--- config.mk ---
export PLATFORM = sky130hd
export DESIGN_NAME = bram_load_sched
export DESIGN_NICKNAME = d
export VERILOG_FILES = /design/src/rtl/bram_load_sched.sv
export SDC_FILE = /design/constraint.sdc
export NUM_CORES = 1
export LEC_CHECK = 0
export CAP_MARGIN = 20
export CORE_UTILIZATION = 55
export CTS_CLUSTER_SIZE = 20
export DETAILED_ROUTE_END_ITERATION = 12
export PLACE_DENSITY = 0.95
export REMOVE_ABC_BUFFERS = 1
export SKIP_LAST_GASP = 1
export SLEW_MARGIN = 30
export SYNTH_ARGS = -nofsm -noshare
export SYNTH_HDL_FRONTEND = slang
export SYNTH_SLANG_ARGS = --single-unit
--- constraint.sdc ---
create_clock -name clk -period 4.6 [get_ports clk]
set_input_delay 0.92 -clock clk [delete_from_list [all_inputs] [get_ports clk]]
set_output_delay 0.92 -clock clk [all_outputs]
set_load 0.05 [all_outputs]
--- src/rtl/bram_load_sched.sv ---
// BRAM preload scheduler: streams PS words into score/subgraph/sum lanes,
// then hands the BRAMs to the engine. Optional LOAD_ZERO_FILL_EN zero-fills tails.
module bram_load_sched #(
    parameter int ADDR_WIDTH = 13,
    parameter int DATA_WIDTH = 32,
    parameter int DEPTH      = 8192,
    parameter int PARALLEL   = 4
) (
    input  logic                  clk,
    input  logic                  rst_n,
    input  logic                  start,
    input  logic [ADDR_WIDTH:0]   score_words,
    input  logic [ADDR_WIDTH:0]   graph_words,
    input  logic [ADDR_WIDTH:0]   sum_words,
    input  logic                  s_valid,
    output logic                  s_ready,
    input  logic [DATA_WIDTH-1:0] s_data,
    output logic [ADDR_WIDTH-1:0] ld_addr,
    output logic [DATA_WIDTH-1:0] ld_data,
    output logic [PARALLEL-1:0]   score_we,
    output logic [PARALLEL-1:0]   graph_we,
    output logic [PARALLEL-1:0]   sum_we,
    output logic                  rdy_flag,
    input  logic                  engine_done,
    output logic                  busy,
    output logic                  done,
    output logic                  err
);

    localparam int CW = ADDR_WIDTH + 1;
    localparam int LW = (PARALLEL > 1) ? $clog2(PARALLEL) : 1;
    localparam logic [CW-1:0] DEPTH_S = CW'(DEPTH);
    localparam logic [CW-1:0] DEPTH_M = CW'(DEPTH / 2);

`ifdef LOAD_ZERO_FILL_EN
    typedef enum logic [2:0] {IDLE, LOAD_S, LOAD_G, LOAD_M, RUN, FILL} state_e;
    typedef enum logic [1:0] {PH_S, PH_G, PH_M} ph_e;
`else
    typedef enum logic [2:0] {IDLE, LOAD_S, LOAD_G, LOAD_M, RUN} state_e;
`endif

    state_e                state_q, state_d, nxt_st;
    logic [LW-1:0]         lane_q, lane_d;
    logic [CW-1:0]         addr_q, addr_d;
    logic [CW-1:0]         s_cnt_q, s_cnt_d, g_cnt_q, g_cnt_d, m_cnt_q, m_cnt_d;
    logic [ADDR_WIDTH-1:0] ld_addr_q, ld_addr_d;
    logic [DATA_WIDTH-1:0] ld_data_q, ld_data_d;
    logic [PARALLEL-1:0]   score_we_q, score_we_d, graph_we_q, graph_we_d;
    logic [PARALLEL-1:0]   sum_we_q, sum_we_d;
    logic                  rdy_q, rdy_d, done_q, done_d, err_q, err_d;

    logic [CW-1:0]       cur_cnt;
    logic [PARALLEL-1:0] lane_oh;
    logic                accept, wrap, last, bad;

`ifdef LOAD_ZERO_FILL_EN
    ph_e           ph_q, ph_d, nxt_ph;
    logic [CW-1:0] fill_depth;

    // A zero-length phase goes straight to its fill.
    function automatic state_e enter(input logic [CW-1:0] c, input state_e ld);
        return (c == '0) ? FILL : ld;
    endfunction

    assign fill_depth = (ph_q == PH_M) ? DEPTH_M : DEPTH_S;

    always_comb begin
        nxt_st = RUN;
        nxt_ph = ph_q;
        unique case (ph_q)
            PH_S: begin
                nxt_st = enter(g_cnt_q, LOAD_G);
                nxt_ph = PH_G;
            end
            PH_G: begin
                nxt_st = enter(m_cnt_q, LOAD_M);
                nxt_ph = PH_M;
            end
            default: nxt_st = RUN;
        endcase
    end
`else
    // Skip phases whose latched count is zero.
    always_comb begin
        nxt_st = RUN;
        if (state_q == LOAD_S && g_cnt_q != '0)
            nxt_st = LOAD_G;
        else if (state_q != LOAD_M && m_cnt_q != '0)
            nxt_st = LOAD_M;
    end
`endif

    assign s_ready = (state_q == LOAD_S) || (state_q == LOAD_G) ||
                     (state_q == LOAD_M);
    assign busy    = (state_q != IDLE);
    assign accept  = s_valid & s_ready;
    assign lane_oh = PARALLEL'(1) << lane_q;
    assign wrap    = (lane_q == LW'(PARALLEL - 1));
    assign bad     = (score_words > DEPTH_S) || (graph_words > DEPTH_S) ||
                     (sum_words > DEPTH_M);

    always_comb begin
        cur_cnt = '0;
        unique case (state_q)
            LOAD_S:  cur_cnt = s_cnt_q;
            LOAD_G:  cur_cnt = g_cnt_q;
            LOAD_M:  cur_cnt = m_cnt_q;
            default: cur_cnt = '0;
        endcase
    end

    assign last = accept && wrap && (addr_q == cur_cnt - CW'(1));

    always_comb begin
        state_d    = state_q;
        lane_d     = lane_q;
        addr_d     = addr_q;
        s_cnt_d    = s_cnt_q;
        g_cnt_d    = g_cnt_q;
        m_cnt_d    = m_cnt_q;
        ld_addr_d  = ld_addr_q;
        ld_data_d  = ld_data_q;
        score_we_d = '0;
        graph_we_d = '0;
        sum_we_d   = '0;
        done_d     = 1'b0;
        err_d      = 1'b0;
        rdy_d      = (state_q == RUN) && !engine_done;
`ifdef LOAD_ZERO_FILL_EN
        ph_d       = ph_q;
`endif
        unique case (state_q)
            IDLE: begin
                if (start) begin
                    if (bad) begin
                        err_d = 1'b1;
                    end else begin
                        s_cnt_d = score_words;
                        g_cnt_d = graph_words;
                        m_cnt_d = sum_words;
                        lane_d  = '0;
                        addr_d  = '0;
`ifdef LOAD_ZERO_FILL_EN
                        ph_d    = PH_S;
                        state_d = enter(score_words, LOAD_S);
`else
                        if (score_words != '0)      state_d = LOAD_S;
                        else if (graph_words != '0) state_d = LOAD_G;
                        else if (sum_words != '0)   state_d = LOAD_M;
                        else                        state_d = RUN;
`endif
                    end
                end
            end
            LOAD_S, LOAD_G, LOAD_M: begin
                if (accept) begin
                    ld_addr_d  = addr_q[ADDR_WIDTH-1:0];
                    ld_data_d  = s_data;
                    score_we_d = (state_q == LOAD_S) ? lane_oh : '0;
                    graph_we_d = (state_q == LOAD_G) ? lane_oh : '0;
                    sum_we_d   = (state_q == LOAD_M) ? lane_oh : '0;
                    if (wrap) begin
                        lane_d = '0;
                        addr_d = addr_q + CW'(1);
                    end else begin
                        lane_d = lane_q + LW'(1);
                    end
                    if (last) begin
                        lane_d = '0;
                        addr_d = '0;
`ifdef LOAD_ZERO_FILL_EN
                        if (cur_cnt == fill_depth) begin
                            state_d = nxt_st;
                            ph_d    = nxt_ph;
                        end else begin
                            state_d = FILL;
                            addr_d  = cur_cnt;
                        end
`else
                        state_d = nxt_st;
`endif
                    end
                end
            end
`ifdef LOAD_ZERO_FILL_EN
            FILL: begin
                ld_addr_d  = addr_q[ADDR_WIDTH-1:0];
                ld_data_d  = '0;
                score_we_d = (ph_q == PH_S) ? '1 : '0;
                graph_we_d = (ph_q == PH_G) ? '1 : '0;
                sum_we_d   = (ph_q == PH_M) ? '1 : '0;
                if (addr_q == fill_depth - CW'(1)) begin
                    state_d = nxt_st;
                    ph_d    = nxt_ph;
                    addr_d  = '0;
                end else begin
                    addr_d = addr_q + CW'(1);
                end
            end
`endif
            RUN: begin
                if (engine_done) begin
                    state_d = IDLE;
                    done_d  = 1'b1;
                end
            end
            default: state_d = IDLE;
        endcase
    end

    always_ff @(posedge clk or negedge rst_n) begin
        if (!rst_n) begin
            state_q    <= IDLE;
            lane_q     <= '0;
            addr_q     <= '0;
            s_cnt_q    <= '0;
            g_cnt_q    <= '0;
            m_cnt_q    <= '0;
            ld_addr_q  <= '0;
            ld_data_q  <= '0;
            score_we_q <= '0;
            graph_we_q <= '0;
            sum_we_q   <= '0;
            rdy_q      <= 1'b0;
            done_q     <= 1'b0;
            err_q      <= 1'b0;
`ifdef LOAD_ZERO_FILL_EN
            ph_q       <= PH_S;
`endif
        end else begin
            state_q    <= state_d;
            lane_q     <= lane_d;
            addr_q     <= addr_d;
            s_cnt_q    <= s_cnt_d;
            g_cnt_q    <= g_cnt_d;
            m_cnt_q    <= m_cnt_d;
            ld_addr_q  <= ld_addr_d;
            ld_data_q  <= ld_data_d;
            score_we_q <= score_we_d;
            graph_we_q <= graph_we_d;
            sum_we_q   <= sum_we_d;
            rdy_q      <= rdy_d;
            done_q     <= done_d;
            err_q      <= err_d;
`ifdef LOAD_ZERO_FILL_EN
            ph_q       <= ph_d;
`endif
        end
    end

    assign ld_addr  = ld_addr_q;
    assign ld_data  = ld_data_q;
    assign score_we = score_we_q;
    assign graph_we = graph_we_q;
    assign sum_we   = sum_we_q;
    assign rdy_flag = rdy_q;
    assign done     = done_q;
    assign err      = err_q;

endmodule

**Yosys cells after proc, flatten, opt, wreduce, memory -nomap -nowiden**

Cells that the tools add are included.

- Add/sub/neg operators: 3
- $lt $le $gt $ge: 3
- Equality and inequality tests: 13
- Shift operators: 1
- Muxes and demuxes: 38
- Bitwise logic cells: 2
- Reductions and logical operators: 24

Operators with widths:

| operator | number |
|---|---|
| $mux 14 | 5 |
| $reduce_bool 14->1 | 5 |
| $pmux 14 s3 | 1 |
| $mux 4 | 9 |
| $mux 3 | 10 |
| $gt 14x14->1 const B | 2 |
| $pmux 14 s2 | 1 |
| $add 14x1->14 const B | 1 |
| $eq 14x14->1 | 1 |
| $gt 14x13->1 const B | 1 |
| $sub 14x1->14 const B | 1 |
| $mux 2 | 5 |
| $ne 2x2->1 const B | 5 |
| $reduce_and 5->1 | 2 |
| $pmux 3 s3 | 1 |
| $eq 3x2->1 const B | 2 |
| $logic_and 1x1->1 | 5 |
| $mux 1 | 5 |
| $logic_or 1x1->1 | 4 |
| $pmux 2 s2 | 1 |
| $reduce_and 4->1 | 1 |
| $shl 1x2->4 const A | 1 |
| $eq 3x1->1 const B | 1 |
| $eq 3x3->1 const B | 1 |
| other kinds (13) | 13 |

- Flip-flop bits (word level): 121
- Input port bits: 79
- Output and inout bits: 62
- Logic and storage cells: 98

**Longest topological paths before layout**

Gate-level depths: netlist (run 1).

- Word-level depth: 9
- Depth in mapped cells: 14
- Gate-level depth less buffers: 11

**Least setup slack after synthesis (run 1)**

No wires, ideal clock.

- Kind: reg2reg
- From: register state_q[0]
- To: register addr_q[3]
- Setup time: 143 ps
- Data arrival time: 2910 ps
- Data required time: 4457 ps
- Path slack: 1547 ps
- Cell stages (with the launch flop): 14
- Buffers on the path: 3
- Period minus slack after synthesis: 3053 ps
- Cells stage by stage: dfrtp_1 -> buf_6 -> nor2b_1 -> a32o_2 -> clkinv_2 -> ha_1 -> buf_2 -> and3_1 -> a22oi_1 -> and4bb_2 -> nor2_1 -> o41ai_2 -> buf_6 -> a21oi_1

- Cells in the longest elaborated chain, start to end: 9
- Elaborated cells on any way between the ends: 22
- Those cells by class: 1 x add/sub; 8 x eq/ne; 4 x mux; 1 x bitwise; 8 x reduce/logical

RTL lines:

| element | line | RTL |
|---|---|---|
| start, declared | 42 | `state_e state_q, state_d, nxt_st;` |
| start signal, assigned | 231 | `state_q <= state_d;` |
| parallel branches: the longest is 9 deep, another holds $sub 14x1->14 | -- |  |
| end signal, assigned | 233 | `addr_q <= addr_d;` |
| end, declared | 44 | `logic [CW-1:0] addr_q, addr_d;` |

Several ways; the timed one is not identified. The select of a mux whose other input is x is not followed.
A chain may end at the register's enable or synchronous reset.

**Worst setup path in the final report (run 1)**

- From: input port score_words[1]
- To: register state_q[1]

- Cells in the longest elaborated chain, start to end: 5
- Elaborated cells on any way between the ends: 10
- Those cells by class: 1 x order compare; 1 x eq/ne; 4 x mux; 4 x reduce/logical

RTL lines:

| element | line | RTL |
|---|---|---|
| start, declared | 12 | `input logic [ADDR_WIDTH:0] score_words,` |
| $gt 14x14->1 or $reduce_bool 14->1 (tied branches) | 99, 147 |  |
| $logic_or 1x1->1 or $mux 3 (tied branches) | 99, 147 |  |
| $logic_or 1x1->1 or $mux 3 (tied branches) | 99, 135 |  |
| $ne 2x2->1 (no source line) or $mux 3 (tied branches) | -- |  |
| $reduce_and 5->1 (no source line) or $pmux 3 s3 (tied branches) | -- |  |

Several ways; a longest one is shown, not always the timed one. The select of a mux whose other input is x is not followed.

==> flow_metrics.tcl, run 1 <==
set metrics [dict create \
    outcome "finished, final reports clean" \
    vias 5184 \
    r2r_setup_slack_ps 900 \
    fmax_mhz 239 \
    layout-drive-gt1-share 0.241 \
    cts_tree "done" \
    worst_slew_pin_slew_ps 862 \
    overflow 0 \
    hpwl_um 11300 \
    synth_cells 538 \
    pin_count 141 \
    yosys.cell_count.top_type "dfrtp_1" \
    synth.distinct_cells 70 \
    clkLatencyLatePin_ps 420 \
    antenna_found_initial 0 \
    wl_um 16700 \
    worstReg2RegEnd "addr_q[5]" \
    rsz0062_at_grt "no" \
    worstHoldPathCells 1 \
    finalSetupViolCount 0 \
    diodes 0 \
    drc 0 \
    drtPass1Iterations 7 \
    drt_iter0_markers 605 \
    path_class "in -> reg" \
    post_dp_cell_area_mm2 0.00779 \
    startpoint_type "input port" \
    grt_pass1_vias 5356 \
    yosysWarnings 0 \
    power_density_mw_per_mm2 689 \
    netlist_area_mm2 0.00638 \
    max_cap_violations 0 \
    maxSlewViolCount 0 \
    dieHeight_um 110 \
    post-cts-setup-buffers 0 \
    syn_to_final_growth_pct 31.3 \
    grt_max_degree 68 \
    hp-class "reg -> reg" \
    grt_first_pass_wirelength_um 27100 \
    post_cts_resized 0 \
    post-route-util 0.756 \
    start_util 0.576 \
    fin_crit_sh 0.910 \
    root_buffer "clkbuf_16" \
    cts_hold_buf 0 \
    finClkSkew_ps 4.94 \
    nets 765 \
    htreeDepth 4 \
    die_area_mm2 0.0120 \
    rows 38 \
    grt_usage 0.297 \
    cts_buffers 17 \
    leakagePower_nw 3.61 \
    cts_max_path_buffers 2 \
    hold_viol 0 \
    wl_per_cell_um 20.1 \
    clock_sinks 121 \
    synth-seq-cells 121 \
    ys.flop_type "dfrtp_1" \
    report.power.total_mw 5.77 \
    synth_top_area_share 0.475 \
    synth_top_cells_by_count "dfrtp_1 (121), mux2_2 (88), a21oi_1 (23), nor2_1 (21), nand2_1 (18)" \
    path_clk_slew_ps 60 \
    hold_start "ld_addr[10]" \
    vias_per_cell 6.23 \
    synth_top_cells_by_area "dfrtp_1 (47%), mux2_2 (16%), xnor2_1 (2.3%)" \
    required_ps 4890 \
    buffer_ports.inserted 140 \
    fin_crit_ps 4180 \
    synth_top_area_cell "dfrtp_1" \
    slew_headroom 0.420 \
    ys_seq_area_frac 0.475 \
    critPathMaxFanout 7 \
    timing.critical_path.arrival_ps 4470 \
    r2r-start "state_q[1]" \
    ys_async_sr_fraction 1.00 \
    startpoint "score_words[1]" \
    holdPathEnd "ld_addr[10]" \
    vdd_drop_max_v 0.000460 \
    ff2ff_path_depth 11 \
    place_congestion 0.953 \
    fillCellCount 670 \
    design_area_mm2 0.00838 \
    chipWidth_um 110 \
    ant_nets 0 \
    core_area_mm2 0.0111 \
    crit_path_end_kind "register" \
    synth_area_per_cell_um2 11.9 \
    tns_ps 0 \
    synth-edff-count 0 \
]
## layout by cell type (no fill, tap or decap), types with 13 or more instances in the layout
cell type / count
clkdlybuf4s50_1: 139
nand4_1: 13
nand3_1: 15
mux2_2: 88
dfrtp_1: 121
inv_1: 15
a21oi_1: 23
clkbuf_16: 17
xnor2_1: 17
nand2_1: 18
nor4_1: 16
nor2_1: 20
## where the power goes
part,leakage (nW),internal [mW],switching (mW)
combinational,1.77,1.12,1.72
sequential,1.57,1.37,0.252
clock,0.277,0.836,0.476
## worst max-delay path, stage by stage
cell,delay (ps)
clkdlybuf4s50_1,460
nor4_1,780
a41oi_1,400
a211oi_1,650
a31oi_1,160
a21oi_1,460
o211ai_1,220
o31ai_1,330
a31oi_1,80
## logic make-up (layout without fill, tap and decap cells)
group / after synthesis / after routing / synth area share
buf+inv: 44 / 198 / 0.0488
mux: 102 / 102 / 0.179
xor+xnor: 25 / 25 / 0.0343
fa+ha+maj: 7 / 7 / 0.0137
compound gates: 90 / 90 / 0.112
simple gates: 149 / 149 / 0.138
flops: 121 / 121 / 0.475
## per-stage QoR
step / cells / hold WS [ps] / setup WS (ps)
after CTS: 832 / 507 / 804
final: 832 / 503 / 415
after global placement: 800 / 484 / 632
after floorplan: 510 / 472 / -732
after detailed placement: 800 / 494 / 517
after global routing: 832 / 516 / 368
## area by class of cell
cell class	count	area (µm²)	share of cell area
clock buffers	21	470	0.0561
well taps	140	175	0.0209
flip-flops and latches	121	3030	0.361
multi-input cells	373	3050	0.364
clock inverters	11	121	0.0145
repair buffers	150	1470	0.176
inverters	16	61.3	0.00732
## metal layers
metal	up-vias	GRT usage	wire length (µm)
met5	-	0	0
met3	78	0.0865	1440
met2	331	0.503	8390
met4	0	0.123	511
li1	2268	-	-
met1	2507	0.353	6360
## state kept, by name (all words and copies together), names as in the netlist, 2 cells and up
signal / count
addr_q: 14
g_cnt_q: 14
graph_we: 4
lane_q: 2
ld_addr: 13
ld_data: 32
m_cnt_q: 14
s_cnt_q: 14
score_we: 4
state_q: 3
sum_we: 4
## worst max path at each step
stage | to | slack [ps]
6_report | state_q[1] | 420
5_1_grt | state_q[1] | 370
4_1_cts | state_q[1] | 800
3_5_place_dp | state_q[1] | 520
3_3_place_gp | state_q[0] | 630
2_1_floorplan | addr_q[0] | -730
(Power assumes the default switching activity.)
==> inputs of run 2 (changes only) <==
--- a/config.mk
+++ b/config.mk
@@ -6,10 +6,11 @@
 export NUM_CORES = 1
 export LEC_CHECK = 0
 export CAP_MARGIN = 20
-export CORE_UTILIZATION = 55
+export CORE_UTILIZATION = 62
 export CTS_CLUSTER_SIZE = 20
 export DETAILED_ROUTE_END_ITERATION = 12
-export PLACE_DENSITY = 0.95
+export DONT_BUFFER_PORTS = 1
+export PLACE_DENSITY = 0.88
 export REMOVE_ABC_BUFFERS = 1
 export SKIP_LAST_GASP = 1
 export SLEW_MARGIN = 30
==> flow_metrics.tcl, run 2 (same netlist as run 1, synthesis figures left out) <==
set metrics [dict create \
    finClkSkew_ps 9.79 \
    diodes 0 \
    crit_slowest_cell "dfrtp_1" \
    finalSetupViolCount 0 \
    grt_pass1_vias 4403 \
    path_clk_slew_ps 60 \
    critPathMaxStageDelay_ps 540 \
    vias_per_cell 6.46 \
    grt_first_pass_wirelength_um 22900 \
    rows 36 \
    startpoint "state_q[0]" \
    final_common_cell "dfrtp_1" \
    pin_count 141 \
    nets 623 \
    vdd_drop_max_v 0.000317 \
    wl_um 14700 \
    root_buffer "clkbuf_8" \
    post-cts-setup-buffers 0 \
    cts_max_path_buffers 2 \
    drt_iter0_markers 308 \
    fmax_mhz 270 \
    clock_sinks 121 \
    largest_register_ffs 32 \
    hp-class "in -> async" \
    slew_headroom 0.490 \
    cts_buffers 17 \
    rsz0062_at_grt "no" \
    place_congestion 0.861 \
    maxSlewViolCount 0 \
    drc 0 \
    crit_path_end_kind "register" \
    cts_tree "done" \
    overflow 0 \
    core_area_mm2 0.00986 \
    worst_slew_pin_slew_ps 763 \
    clkLatencyLatePin_ps 530 \
    dieHeight_um 103 \
    ant_nets 0 \
    power_density_mw_per_mm2 759 \
    layout-drive-gt1-share 0.296 \
    cp.buffers_inverters 3 \
    outcome "finished, final reports clean" \
    wl_per_cell_um 21.7 \
    max_cap_violations 0 \
    grt_max_degree 122 \
    grt_usage 0.292 \
    r2r-start "state_q[0]" \
    startpoint_type "register" \
    dp_cells 651 \
    post-route-util 0.701 \
    hpwl_um 10300 \
    vias 4390 \
    leakagePower_nw 3.05 \
    antenna_found_initial 0 \
    crit_family "compound AO/OA/AOI/OAI gates" \
    critPathMaxFanout 25 \
    chipWidth_um 103 \
    buffer_ports.inserted 0 \
    cts_hold_buf 0 \
    post_cts_resized 0 \
    die_area_mm2 0.0107 \
    syn_to_final_growth_pct 8.29 \
    fin_crit_sh 0.805 \
    start_util 0.647 \
    stdcell_count 680 \
    htreeDepth 4 \
    required_ps 4990 \
    drtPass1Iterations 5 \
    hold_viol 0 \
    path_class "reg -> reg" \
    fin_crit_ps 3700 \
    worstPathCellList "buf_4, mux2_4, a32o_2, clkinv_2, ha_1, nand3_1, xnor2_1, o32ai_2, nor2_1, o41ai_2, buf_4, a21oi_1" \
    final_cell_mix "dfrtp_1 (121), mux2_2 (88), a21oi_1 (23), nor2_1 (19), nand2_1 (18)" \
    timing.critical_path.arrival_ps 4100 \
    path_common_cell "buf_4" \
]
-- run 2: worst paths after layout --
kind / to / slack (ps) / cells past startpoint
setup / recovery: addr_q[3] / 900 / 12
hold / removal: sum_we[3] / 80 / 0
setup reg to reg: addr_q[3] / 900 / 12
hold reg to reg: s_cnt_q[5] / 510 / 1
max in group asynchronous: m_cnt_q[6] / 4260 / 0
min in group clk: rdy_flag / 500 / 1
-- run 2: layout make-up --
| type | count | area, µm² |
|---|---|---|
| multi-input combinational | 373 | 3050 |
| sequential | 121 | 3030 |
| fill | 660 | 2950 |
| clock buffer | 22 | 473 |
| tap | 133 | 166 |
| clock inverter | 7 | 70.1 |
| inverter | 16 | 61.3 |
| timing repair buffer | 8 | 60.1 |
-- run 2: metrics by stage --
step	total power [mW]	hold slack, ps	worst slack, ps	setup TNS (ps)	cell area, µm²
6_report	5.24	80.8	896	0	6910
5_1_grt	5.51	57.0	670	0	6910
4_1_cts	5.23	64.6	919	0	6910
3_5_place_dp	3.99	495	834	0	6370
3_3_place_gp	3.92	482	934	0	6360
2_1_floorplan	3.54	472	-732	-8510	6130
-- run 2: routing by layer --
metal | global-route usage | routed length, µm | vias up
met3 | 0.0712 | 962 | 42
met4 | 0.138 | 359 | 0
met5 | 0 | 0 | -
met2 | 0.481 | 7550 | 187
li1 | - | - | 1986
met1 | 0.362 | 5870 | 2175
-- run 2: power by group --
| part | total [mW] | switching (mW) | internal [mW] |
|---|---|---|---|
| Combinational | 1.89 | 1.06 | 0.823 |
| Sequential | 2.14 | 0.784 | 1.36 |
| Clock | 1.21 | 0.452 | 0.761 |
| Total | 5.24 | 2.30 | 2.94 |
==> inputs of run 3 (changes only) <==
--- a/config.mk
+++ b/config.mk
@@ -6,11 +6,11 @@
 export NUM_CORES = 1
 export LEC_CHECK = 0
 export CAP_MARGIN = 20
-export CORE_UTILIZATION = 62
+export CORE_UTILIZATION = 58
 export CTS_CLUSTER_SIZE = 20
 export DETAILED_ROUTE_END_ITERATION = 12
 export DONT_BUFFER_PORTS = 1
-export PLACE_DENSITY = 0.88
+export PLACE_DENSITY = 0.86
 export REMOVE_ABC_BUFFERS = 1
 export SKIP_LAST_GASP = 1
 export SLEW_MARGIN = 30
==> constraint.sdc (replaced) <==
create_clock -name clk -period 3.05 [get_ports clk]
set_input_delay 0.61 -clock clk [delete_from_list [all_inputs] [get_ports clk]]
set_output_delay 0.61 -clock clk [all_outputs]
set_load 0.05 [all_outputs]
==> flow_metrics.tcl, run 3 (same netlist as run 1, synthesis figures left out) <==
set metrics [dict create \
    nets 657 \
    clock_sinks 121 \
    start_util 0.607 \
    p_seq_frac 0.382 \
    antenna_found_initial 0 \
    core_area_mm2 0.0105 \
    cts_tree "done" \
    power_frac_clock 0.232 \
    cts_buffers 17 \
    pin_count 141 \
    largest_register_ffs 32 \
    outcome "finished with violations" \
    combinationalPowerShare 0.386 \
    path_clk_slew_ps 60 \
    failed_checks "negative hold slack" \
    grt_usage 0.266 \
    syn_to_final_growth_pct 14.4 \
    internal_power_mw 4.83 \
    dieHeight_um 107 \
    fillCellCount 737 \
    max_cap_violations 0 \
    final_cell_mix "dfrtp_1 (119), mux2_2 (88), buf_4 (39), nor2_1 (20), a21oi_1 (19)" \
    final_common_cell "dfrtp_1" \
    rows 37 \
    startpoint_type "register" \
    finClkSkew_ps 8.63 \
    multi_input_area_mm2 0.00311 \
    slew_headroom 0.618 \
    sw_frac_of_total 0.424 \
    grt_pass1_vias 4605 \
    finalSetupViolCount 0 \
    fin_crit_sh 0.974 \
    diodes 0 \
    overflow 0 \
    place_congestion 0.977 \
    wl_per_cell_um 19.9 \
    post_dp_cell_area_mm2 0.00664 \
    fmax_mhz 337 \
    leakagePower_nw 3.24 \
    clkLatencyLatePin_ps 520 \
    post-route-util 0.694 \
    maxSlewViolCount 0 \
    critPathMaxFanout 6 \
    hold_viol 121 \
    vias_per_cell 6.26 \
    vdd_drop_max_v 0.000623 \
    wl_um 14300 \
    regArea_mm2 0.00303 \
    ant_nets 0 \
    switchingPower_mw 3.55 \
    path_class "reg -> reg" \
    hp-class "in -> async" \
    drt_iter0_markers 386 \
    timing.critical_path.arrival_ps 3370 \
    hpwl_um 10300 \
    crit_path_end_kind "register" \
    root_buffer "clkbuf_8" \
    cts_max_path_buffers 2 \
    drtPass1Iterations 7 \
    worst_slew_pin_slew_ps 573 \
    required_ps 3450 \
    die_area_mm2 0.0114 \
    design_area_mm2 0.00730 \
    power_density_mw_per_mm2 1150 \
    vias 4507 \
    htreeDepth 4 \
    rsz0062_at_grt "yes" \
    fin_crit_ps 2970 \
    chipWidth_um 107 \
    layout-drive-gt1-share 0.361 \
    timing.hold.ws_ps -214 \
    stdcell_count 720 \
    drc 0 \
    dp_cells 687 \
    grt_first_pass_wirelength_um 23300 \
    tns_ps 0 \
    buffer_ports.inserted 0 \
    grt_max_degree 122 \
]
## run 3: cell types whose count changed in the layout (fill, tap and decap cells not counted), moves of 2 or more
cell,before,now
buf_12,0,2
dfrtp_2,0,2
a21oi_2,8,12
dfrtp_1,121,119
buf_4,8,39
a21oi_1,23,19
## run 3: power groups by stage
stage               Sequential (mW)  Clock, mW  Combinational [mW]
floorplan                      3.18          0                2.16
finish                         3.20       1.94                3.24
global placement               3.19          0                2.98
global route                   3.26       2.04                3.52
detailed placement             3.22          0                3.07
CTS                            3.20       1.97                3.10
## run 3: worst paths after layout
| kind | start | to | slack [ps] | cells after the start |
|---|---|---|---|---|
| worst min-delay path | rst_n | m_cnt_q[9] | -210 | 0 |
| worst min register to register | s_cnt_q[4] | s_cnt_q[4] | 520 | 1 |
| max in group asynchronous | rst_n | state_q[0] | 3100 | 0 |
| min in group clk | s_data[14] | ld_data[14] | 240 | 1 |
| worst max-delay path | state_q[0] | addr_q[6] | 80 | 9 |
| worst max register to register | state_q[0] | addr_q[6] | 80 | 9 |
## run 3: per-stage QoR
step / setup slack, ps / total power [mW] / hold slack (ps)
finish: 79.6 / 8.38 / -214
global route: -62.2 / 8.82 / -237
CTS: 10.3 / 8.27 / -235
detailed placement: 34.2 / 6.29 / 317
global placement: 34.7 / 6.17 / 317
floorplan: -2280 / 5.34 / 314
## run 3: area by class of cell
class | count | share of cell area
clock buffers | 22 | 0.0634
clock inverters | 10 | 0.0161
inverters | 16 | 0.00857
multi-input cells | 373 | 0.426
flip-flops and latches | 121 | 0.415
well taps | 136 | 0.0233
repair buffers | 42 | 0.0472
## run 3: worst max-delay path: stages (launching register included)
cell     delay, ps
dfrtp_2        450
mux2_4         320
a32o_2         280
nor4_4         400
and4_2         320
mux2i_1        250
nor2_1          90
o41ai_2        420
buf_4          260
a21oi_2         70
## run 3: routing by layer
layer  vias up  wire [µm]  track usage
met1      2245       5980        0.343
met5         -          0            0
li1       2065          -            -
met3        21        888       0.0693
met4         0        239       0.0978
met2       176       7200        0.433
## run 3: repair_timing
action	CTS	global route
setup endpoints to repair	2	17
endpoints found under the hold margin	121	121
gates resized for setup	2	17
setup buffers	0	1
pin swaps	0	11
